### src/rtl/alu_cmd_driver.sv
// Command-queued driver for the 8-bit combinational ALU: buffers commands, holds ALU inputs for a
// settle time, captures result/carry into a valid/ready response and keeps a chaining accumulator.
module alu_cmd_driver #(
  parameter int unsigned FIFO_DEPTH    = 4,
  parameter int unsigned SETTLE_CYCLES = 1,
  parameter int unsigned CNT_W         = 16
) (
  input  logic             clk,
  input  logic             rst_n,
  input  logic             cmd_valid,
  output logic             cmd_ready,
  input  logic [3:0]       cmd_op,
  input  logic [7:0]       cmd_a,
  input  logic [7:0]       cmd_b,
  input  logic             cmd_use_acc,
  input  logic             acc_clr,
  output logic [7:0]       alu_a,
  output logic [7:0]       alu_b,
  output logic [3:0]       alu_sel,
  input  logic [7:0]       alu_result,
  input  logic             alu_carry,
  output logic             rsp_valid,
  input  logic             rsp_ready,
  output logic [7:0]       rsp_data,
  output logic             rsp_carry,
  output logic             rsp_zero,
  output logic             rsp_err,
  output logic [7:0]       acc,
  output logic [CNT_W-1:0] op_count,
  output logic             busy
);

  localparam int unsigned PtrW = $clog2(FIFO_DEPTH);
  localparam int unsigned SetW = (SETTLE_CYCLES > 1) ? $clog2(SETTLE_CYCLES) : 1;
  localparam logic [3:0]  OpDiv = 4'b0011;

  typedef struct packed {
    logic [3:0] op;
    logic [7:0] a;
    logic [7:0] b;
    logic       use_acc;
  } cmd_t;

  typedef enum logic [1:0] {StIdle, StDrive, StResp} state_e;

  state_e            state_q, state_d;
  cmd_t              mem_q [FIFO_DEPTH];
  cmd_t              mem_d [FIFO_DEPTH];
  cmd_t              cmd_in, head;
  logic [PtrW-1:0]   wr_ptr_q, wr_ptr_d, rd_ptr_q, rd_ptr_d;
  logic [PtrW:0]     cnt_q, cnt_d;
  logic              full, empty, push, pop, div_zero;
  logic [SetW-1:0]   settle_q, settle_d;
  logic [7:0]        alu_a_q, alu_a_d, alu_b_q, alu_b_d;
  logic [3:0]        alu_sel_q, alu_sel_d;
  logic              rsp_valid_q, rsp_valid_d, rsp_carry_q, rsp_carry_d;
  logic              rsp_zero_q, rsp_zero_d, rsp_err_q, rsp_err_d;
  logic [7:0]        rsp_data_q, rsp_data_d, acc_q, acc_d;
  logic [CNT_W-1:0]  op_count_q, op_count_d;

  assign cmd_in   = '{op: cmd_op, a: cmd_a, b: cmd_b, use_acc: cmd_use_acc};
  assign head     = mem_q[rd_ptr_q];
  assign full     = (cnt_q == (PtrW+1)'(FIFO_DEPTH));
  assign empty    = (cnt_q == '0);
  assign push     = cmd_valid && !full;
  assign div_zero = (head.op == OpDiv) && (head.b == 8'd0);

  // Command FIFO
  always_comb begin
    mem_d    = mem_q;
    wr_ptr_d = wr_ptr_q;
    rd_ptr_d = rd_ptr_q;
    cnt_d    = cnt_q;
    if (push) begin
      mem_d[wr_ptr_q] = cmd_in;
      wr_ptr_d        = wr_ptr_q + 1'b1;
    end
    if (pop) rd_ptr_d = rd_ptr_q + 1'b1;
    if (push && !pop) begin
      cnt_d = cnt_q + 1'b1;
    end else if (!push && pop) begin
      cnt_d = cnt_q - 1'b1;
    end
  end

  always_ff @(posedge clk) begin
    mem_q <= mem_d;
  end

  // FSM state register
  always_ff @(posedge clk or negedge rst_n) begin
    if (!rst_n) state_q <= StIdle;
    else        state_q <= state_d;
  end

  // FSM next state
  always_comb begin
    state_d = state_q;
    unique case (state_q)
      StIdle:  if (!empty) state_d = div_zero ? StResp : StDrive;
      StDrive: if (settle_q == '0) state_d = StResp;
      StResp:  if (rsp_ready) state_d = StIdle;
      default: state_d = StIdle;
    endcase
  end

  // FSM outputs: FIFO pop and datapath register updates
  always_comb begin
    pop         = 1'b0;
    settle_d    = settle_q;
    alu_a_d     = alu_a_q;
    alu_b_d     = alu_b_q;
    alu_sel_d   = alu_sel_q;
    rsp_valid_d = rsp_valid_q;
    rsp_data_d  = rsp_data_q;
    rsp_carry_d = rsp_carry_q;
    rsp_zero_d  = rsp_zero_q;
    rsp_err_d   = rsp_err_q;
    acc_d       = acc_q;
    op_count_d  = op_count_q;
    unique case (state_q)
      StIdle: begin
        if (!empty) begin
          pop = 1'b1;
          if (div_zero) begin
            // Rejected divide: ALU inputs are left untouched so it never sees B == 0.
            rsp_valid_d = 1'b1;
            rsp_data_d  = 8'hFF;
            rsp_carry_d = 1'b0;
            rsp_zero_d  = 1'b0;
            rsp_err_d   = 1'b1;
          end else begin
            alu_sel_d = head.op;
            alu_b_d   = head.b;
            alu_a_d   = head.use_acc ? acc_q : head.a;
            settle_d  = SetW'(SETTLE_CYCLES - 1);
          end
        end
      end
      StDrive: begin
        if (settle_q == '0) begin
          rsp_valid_d = 1'b1;
          rsp_data_d  = alu_result;
          rsp_carry_d = alu_carry;
          rsp_zero_d  = (alu_result == 8'd0);
          rsp_err_d   = 1'b0;
          acc_d       = alu_result;
        end else begin
          settle_d = settle_q - 1'b1;
        end
      end
      StResp: begin
        if (rsp_ready) begin
          rsp_valid_d = 1'b0;
          op_count_d  = op_count_q + 1'b1;
        end
      end
      default: ;
    endcase
    if (acc_clr) acc_d = 8'd0;
  end

  always_ff @(posedge clk or negedge rst_n) begin
    if (!rst_n) begin
      wr_ptr_q    <= '0;
      rd_ptr_q    <= '0;
      cnt_q       <= '0;
      settle_q    <= '0;
      alu_a_q     <= '0;
      alu_b_q     <= '0;
      alu_sel_q   <= '0;
      rsp_valid_q <= 1'b0;
      rsp_data_q  <= '0;
      rsp_carry_q <= 1'b0;
      rsp_zero_q  <= 1'b0;
      rsp_err_q   <= 1'b0;
      acc_q       <= '0;
      op_count_q  <= '0;
    end else begin
      wr_ptr_q    <= wr_ptr_d;
      rd_ptr_q    <= rd_ptr_d;
      cnt_q       <= cnt_d;
      settle_q    <= settle_d;
      alu_a_q     <= alu_a_d;
      alu_b_q     <= alu_b_d;
      alu_sel_q   <= alu_sel_d;
      rsp_valid_q <= rsp_valid_d;
      rsp_data_q  <= rsp_data_d;
      rsp_carry_q <= rsp_carry_d;
      rsp_zero_q  <= rsp_zero_d;
      rsp_err_q   <= rsp_err_d;
      acc_q       <= acc_d;
      op_count_q  <= op_count_d;
    end
  end

  assign cmd_ready = !full;
  assign alu_a     = alu_a_q;
  assign alu_b     = alu_b_q;
  assign alu_sel   = alu_sel_q;
  assign rsp_valid = rsp_valid_q;
  assign rsp_data  = rsp_data_q;
  assign rsp_carry = rsp_carry_q;
  assign rsp_zero  = rsp_zero_q;
  assign rsp_err   = rsp_err_q;
  assign acc       = acc_q;
  assign op_count  = op_count_q;
  assign busy      = (state_q != StIdle) || !empty;

endmodule

### config.mk
export PLATFORM = sky130hd
export DESIGN_NAME = alu_cmd_driver
export DESIGN_NICKNAME = d
export VERILOG_FILES = /design/src/rtl/alu_cmd_driver.sv
export SDC_FILE = /design/constraint.sdc
export NUM_CORES = 1
export LEC_CHECK = 0
export BUFFER_PORTS_ARGS = -buffer_cell sky130_fd_sc_hd__buf_4
export CAP_MARGIN = 15
export CORE_MARGIN = 2
export CORE_UTILIZATION = 45
export CTS_CLUSTER_SIZE = 14
export DETAILED_ROUTE_END_ITERATION = 8
export GPL_ROUTABILITY_DRIVEN = 0
export PLACE_DENSITY = 0.68
export REMOVE_ABC_BUFFERS = 1
export SLEW_MARGIN = 20
export SYNTH_ARGS = -nofsm -noshare
export SYNTH_HDL_FRONTEND = slang
export SYNTH_SLANG_ARGS = --single-unit
### constraint.sdc
create_clock -name clk -period 2.5 [get_ports clk]
set_clock_uncertainty 0.15 [all_clocks]
set_input_delay 0.25 -clock clk [delete_from_list [all_inputs] [get_ports clk]]
set_output_delay 0.25 -clock clk [all_outputs]
set_load 0.02 [all_outputs]
# Word-level counts from Yosys, hierarchy flattened
# Cells that the tools add are included.
[op_classes]
n_lt_le_gt_ge = 3
n_mux = 39
n_addsub = 6
bitwise = 4
reduce_logical = 26
n_eq_ne = 10
[ops]
columns = ["op", "n"]
rows = [
  ["bitwise mux 84 bit", 1],
  ["2-to-1 mux 21 bit", 3],
  ["2-to-1 mux 8 bit", 6],
  ["binary-select mux 21 bit (select 2 bit)", 1],
  ["demux 21 bit (select 2 bit)", 1],
  ["adder 16 x 1 -> 16 bit, second input constant", 1],
  ["zero test 8 bit", 2],
  ["one-hot mux 8 bit (2 select lines)", 1],
  ["2-to-1 mux 1 bit", 14],
  ["inequality test 2 bit, second input constant", 6],
  ["AND reduction 3 bit", 3],
  ["2-to-1 mux 2 bit", 4],
  ["one-hot mux 1 bit (2 select lines)", 4],
  ["nonzero test 2 bit", 4],
  ["greater-or-equal comparator 3 bit, second input constant", 2],
  ["2-to-1 mux 3 bit", 2],
  ["NOT 2 -> 3 bit", 2],
  ["one-hot mux 2 bit (3 select lines)", 1],
  ["logical AND 1 bit", 5],
  ["AND reduction 5 bit", 1],
  ["adder 2 x 1 -> 2 bit, second input constant", 2],
  ["== test 4 x 2 -> 1 bit, second input constant", 1],
  ["zero test 1 bit", 4],
  ["AND reduction 2 bit", 2],
  ["14 further kinds", 15],
]
[totals]
output_inout_bits = 58
ff_bits = 150
word_cells = 119
input_bits = 35

# Longest topological paths before layout
[depth]
word_depth = 9
depth_mapped = 11
mapped_depth_nobuf = 10

# Worst setup path before layout
# No wires, ideal clock.
[synth_timing]
kind = "register to register"
startpoint = "reg rd_ptr_q[0]"
endpoint = "reg alu_a_q[0], in the netlist alu_a[0]"
stages_incl_launch_ff = 8
n_path_buf = 3
t_arrival_ns = 2.278
required_time_ns = 2.222
slack_ns = -0.055
path_cell_list = "dfrtp_1 buf_2 buf_6 mux4_2 nor4_4 a31oi_1 buf_2 mux2_1"
[synth_between]
elab_chain_cells = 8
word_cells_on_any_way = 10
cone_classes = "eq/ne: 1; mux: 4; bitwise: 2; reduce/logical: 3"
[synth_rtl]
columns = ["item", "line", "text"]
rows = [
  ["start: declaration", "50", "logic [PtrW-1:0] wr_ptr_q, wr_ptr_d, rd_ptr_q, rd_ptr_d;"],
  ["start signal: assignment", "181", "rd_ptr_q <= rd_ptr_d;"],
  ["NOT 2 -> 3 bit (implied by the code) *", "62", "assign head = mem_q[rd_ptr_q];"],
  ["binary-select mux 21 bit (select 2 bit) *", "62", ""],
  ["2-to-1 mux 21 bit (implied by the code) * (2 in a row)", "62", ""],
  ["== test 4 x 2 -> 1 bit or zero test 8 bit (tied branches)", "66", "assign div_zero = (head.op == OpDiv) && (head.b == 8'd0);"],
  ["logical AND 1 bit", "66", ""],
  ["NOT 1 bit (no line)", "--", ""],
  ["AND reduction 3 bit (no line)", "--", ""],
  ["end signal: assignment", "184", "alu_a_q <= alu_a_d;"],
  ["end: declaration", "54", "logic [7:0] alu_a_q, alu_a_d, alu_b_q, alu_b_d;"],
]
# Mark *: on every way between the ends. The rest lies on a longest branch, timed or not. The select of a mux whose other input is x is not followed.
# A chain may end at the register's enable or synchronous reset.

# Worst setup path in the final report
[layout_timing]
startpoint = "reg rd_ptr_q[0]"
endpoint = "reg alu_a_q[2], in the netlist alu_a[2]"
# Same word-level chain as after synthesis.

==> results.cfg <==
[run_status]
status = complete, but fails checks
violations = negative setup slack

[power]
p_leak_nw = 3.36
powerDensity_mw_per_mm2 = 1240
peakVddDrop_mv = 0.566

[layout]
n_fill_cell = 985
post-route-util_pct = 62.1
area_growth_pct = 34.3
diodes = 0
nNetsFinal = 582
drive_gt1_share_pct = 37.6

[synth]
synth_common_cells = edfxtp_1, dfrtp_1, nand2_1, inv_1, mux4_2
yosys_warnings = 0
synth_top_area_share_pct = 41.0
ys_seq_area_share_pct = 67.5
async_flop_share_pct = 43.6
ys_ff_latch = 149
syn-mean-instance-area_um2 = 16.2
synthDistinctLibCells = 43
yosys-top-cells-area = edfxtp_1, dfrtp_1, mux4_2
netlist_instances = 379
syn_area_mm2 = 0.00615
synth_top_area_cell = edfxtp_1
yosysMostFrequentCell = edfxtp_1
synth_edf_count = 84
ys.flop_type = edfxtp_1

[sta]
setup_violations = 12
final-hold-violation-count = 0
slew_viol_final = 0
rsz0062_at_grt = true
setup_ws_ns = -0.0200
whs_ns = 0.0123
fmax_mhz = 397
slew_headroom_pct = 43.9
worst_pin_slew_ns = 0.842
fin_crit_sh_pct = 101
period_needed_ns = 2.52

[global_route]
grt_overflow = 0
grt_pass1_wl_mm = 20.5
antenna_found_initial = 0
track_usage_pct = 18.6
grt_max_degree = 66
grt_pass1_vias = 3943

[clock_network]
htreeDepth = 4
clk_latency_ns = 0.42
clkSinkCount = 149
clk_pin_slew_ns = 0.06
tritoncts.num_buffers = 17
cts-root-buf = clkbuf_16
cts_tree = built
cts_buffer_depth = 2

[worst_hold_path]
hp-class = input port to flop

[place]
portBuffers = 92
hpwl_mm = 8.07

[drt]
antenna_left = 0
routedWlPerCell_um = 17.0
drt-vias-per-instance = 5.03
drc_errors = 0
drt_iter0_markers = 174
first_pass_iters = 5
drt_wl_total_mm = 12.4
via_count = 3655

[die]
dieArea_mm2 = 0.0146
start_util_pct = 46.2
die_w_um = 121
core_area_mm2 = 0.0133
rows = 42
die_h_um = 121
pin_count = 93

[worst_setup_path]
critPathKind = flop to flop
cp.required_ns = 2.65
critPathCaptureType = flop
arrival_ns = 2.67
start_kind = flop
crit_fanout = 12

[job]
maxCapViolCount = 0
-- registers in the layout, indices dropped and copies added (netlist names) --
signal,flops
acc,8
alu_a,8
alu_b,8
alu_sel,4
cnt_q,3
mem_q,84
op_count,16
rd_ptr_q,2
rsp_carry,1
rsp_data,8
rsp_err,1
rsp_valid,1
rsp_zero,1
state_q,2
wr_ptr_q,2
-- cells in the final DEF, fill, tap and decap left out, types with 2 or more instances in the layout --
| master | instances |
|---|---|
| buf_4 | 112 |
| xor2_1 | 7 |
| a21oi_1 | 2 |
| nand3_1 | 4 |
| nor3_1 | 3 |
| nor4b_4 | 2 |
| buf_12 | 4 |
| dfrtp_1 | 64 |
| clkbuf_16 | 17 |
| xnor2_1 | 14 |
| inv_1 | 21 |
| bufinv_16 | 2 |
| nand4_1 | 4 |
| nor3_2 | 2 |
| nand2_1 | 22 |
| ha_1 | 9 |
| mux2_1 | 10 |
| and3_1 | 7 |
| nor2_1 | 14 |
| a41oi_1 | 2 |
| o21ai_0 | 3 |
| o21ai_1 | 7 |
| or3_1 | 2 |
| nand2b_1 | 8 |
| buf_6 | 4 |
| edfxtp_1 | 84 |
| mux2i_1 | 10 |
| mux2_2 | 20 |
| inv_6 | 7 |
| clkinvlp_4 | 3 |
| o22ai_1 | 2 |
| mux4_2 | 21 |
| nor4_1 | 3 |
| dlygate4sd3_1 | 32 |
-- path summary, 6_finish.rpt --
check | start | endpoint | slack [ns] | cells past startpoint
worst min-delay path | rsp_ready | op_count[2] | 0.01 | 3
worst max-delay path | rd_ptr_q[0] | alu_a[2] | -0.02 | 6
worst min register to register | op_count[15] | op_count[15] | 0.33 | 1
worst max register to register | rd_ptr_q[0] | alu_a[2] | -0.02 | 6
max in group asynchronous | rst_n | rd_ptr_q[0] | 1.27 | 2
min in group asynchronous | rst_n | rsp_data[7] | 0.32 | 2
-- critical path, cell delays in order, from the launching register on --
cell	delay, ns
dfrtp_2	0.45
buf_6	0.14
mux4_2	0.57
nor4b_4	0.45
a31oi_4	0.16
buf_12	0.17
mux2_1	0.31
-- cell families (layout without fill, tap and decap cells) --
| group | after synthesis | after routing | share of synthesized area, % |
|---|---|---|---|
| buffers and inverters | 35 | 206 | 2.32 |
| AO/OA/AOI/OAI | 23 | 23 | 2.67 |
| AND/OR/NAND/NOR | 80 | 80 | 7.53 |
| multiplexers | 61 | 61 | 14.8 |
| flip-flops | 149 | 149 | 67.5 |
| XOR/XNOR | 21 | 21 | 2.99 |
| adder cells (fa/ha/maj) | 10 | 10 | 2.16 |
-- cell type report --
cell class	instances	area, µm²	share of cell area (%)
Sequential cell	149	4150	50.3
Timing Repair Buffer	153	1310	15.9
Multi-Input combinational cell	195	1900	23.0
Tap cell	176	220	2.67
Clock inverter	14	164	1.99
Inverter	21	78.8	0.955
Clock buffer	18	429	5.20
-- what timing repair did --
item / in CTS / in global routing
hold endpoints to repair: 158 / 0
setup buffers: 4 / 0
gates resized for setup: 8 / 13
hold buffers: 32 / 0
pin swaps: 3 / 4
setup endpoints to repair: 6 / 30
cloned: 1 / 0
-- report_power, final --
part / switching (W) / internal [W] / total [W] / leakage, nW
registers: 0.000360 / 0.00330 / 0.00366 / 1.57
clock network: 0.00105 / 0.00150 / 0.00255 / 0.281
logic: 0.00202 / 0.00200 / 0.00401 / 1.51
-- per-stage QoR --
stage / total power (W) / TNS (ns) / setup slack, ns / instance area [µm²] / cells
finish: 0.0102 / -0.110 / -0.0200 / 8260 / 726
global route: 0.0108 / -1.26 / -0.0801 / 8260 / 726
CTS: 0.0103 / -0.00493 / -0.00296 / 8240 / 727
detailed placement: 0.00753 / -0.0516 / -0.0444 / 7240 / 658
global placement: 0.00743 / 0 / 0.00887 / 7240 / 658
floorplan: 0.00596 / -22.17 / -0.889 / 6080 / 365
-- routing by layer --
layer,vias up,GRT usage (%),wire [µm]
met4,0,7.70,223
met1,1824,24.2,5520
met5,-,0,0
met2,85,30.1,6090
li1,1727,-,-
met3,19,4.46,522
(Power assumes the default switching activity.)
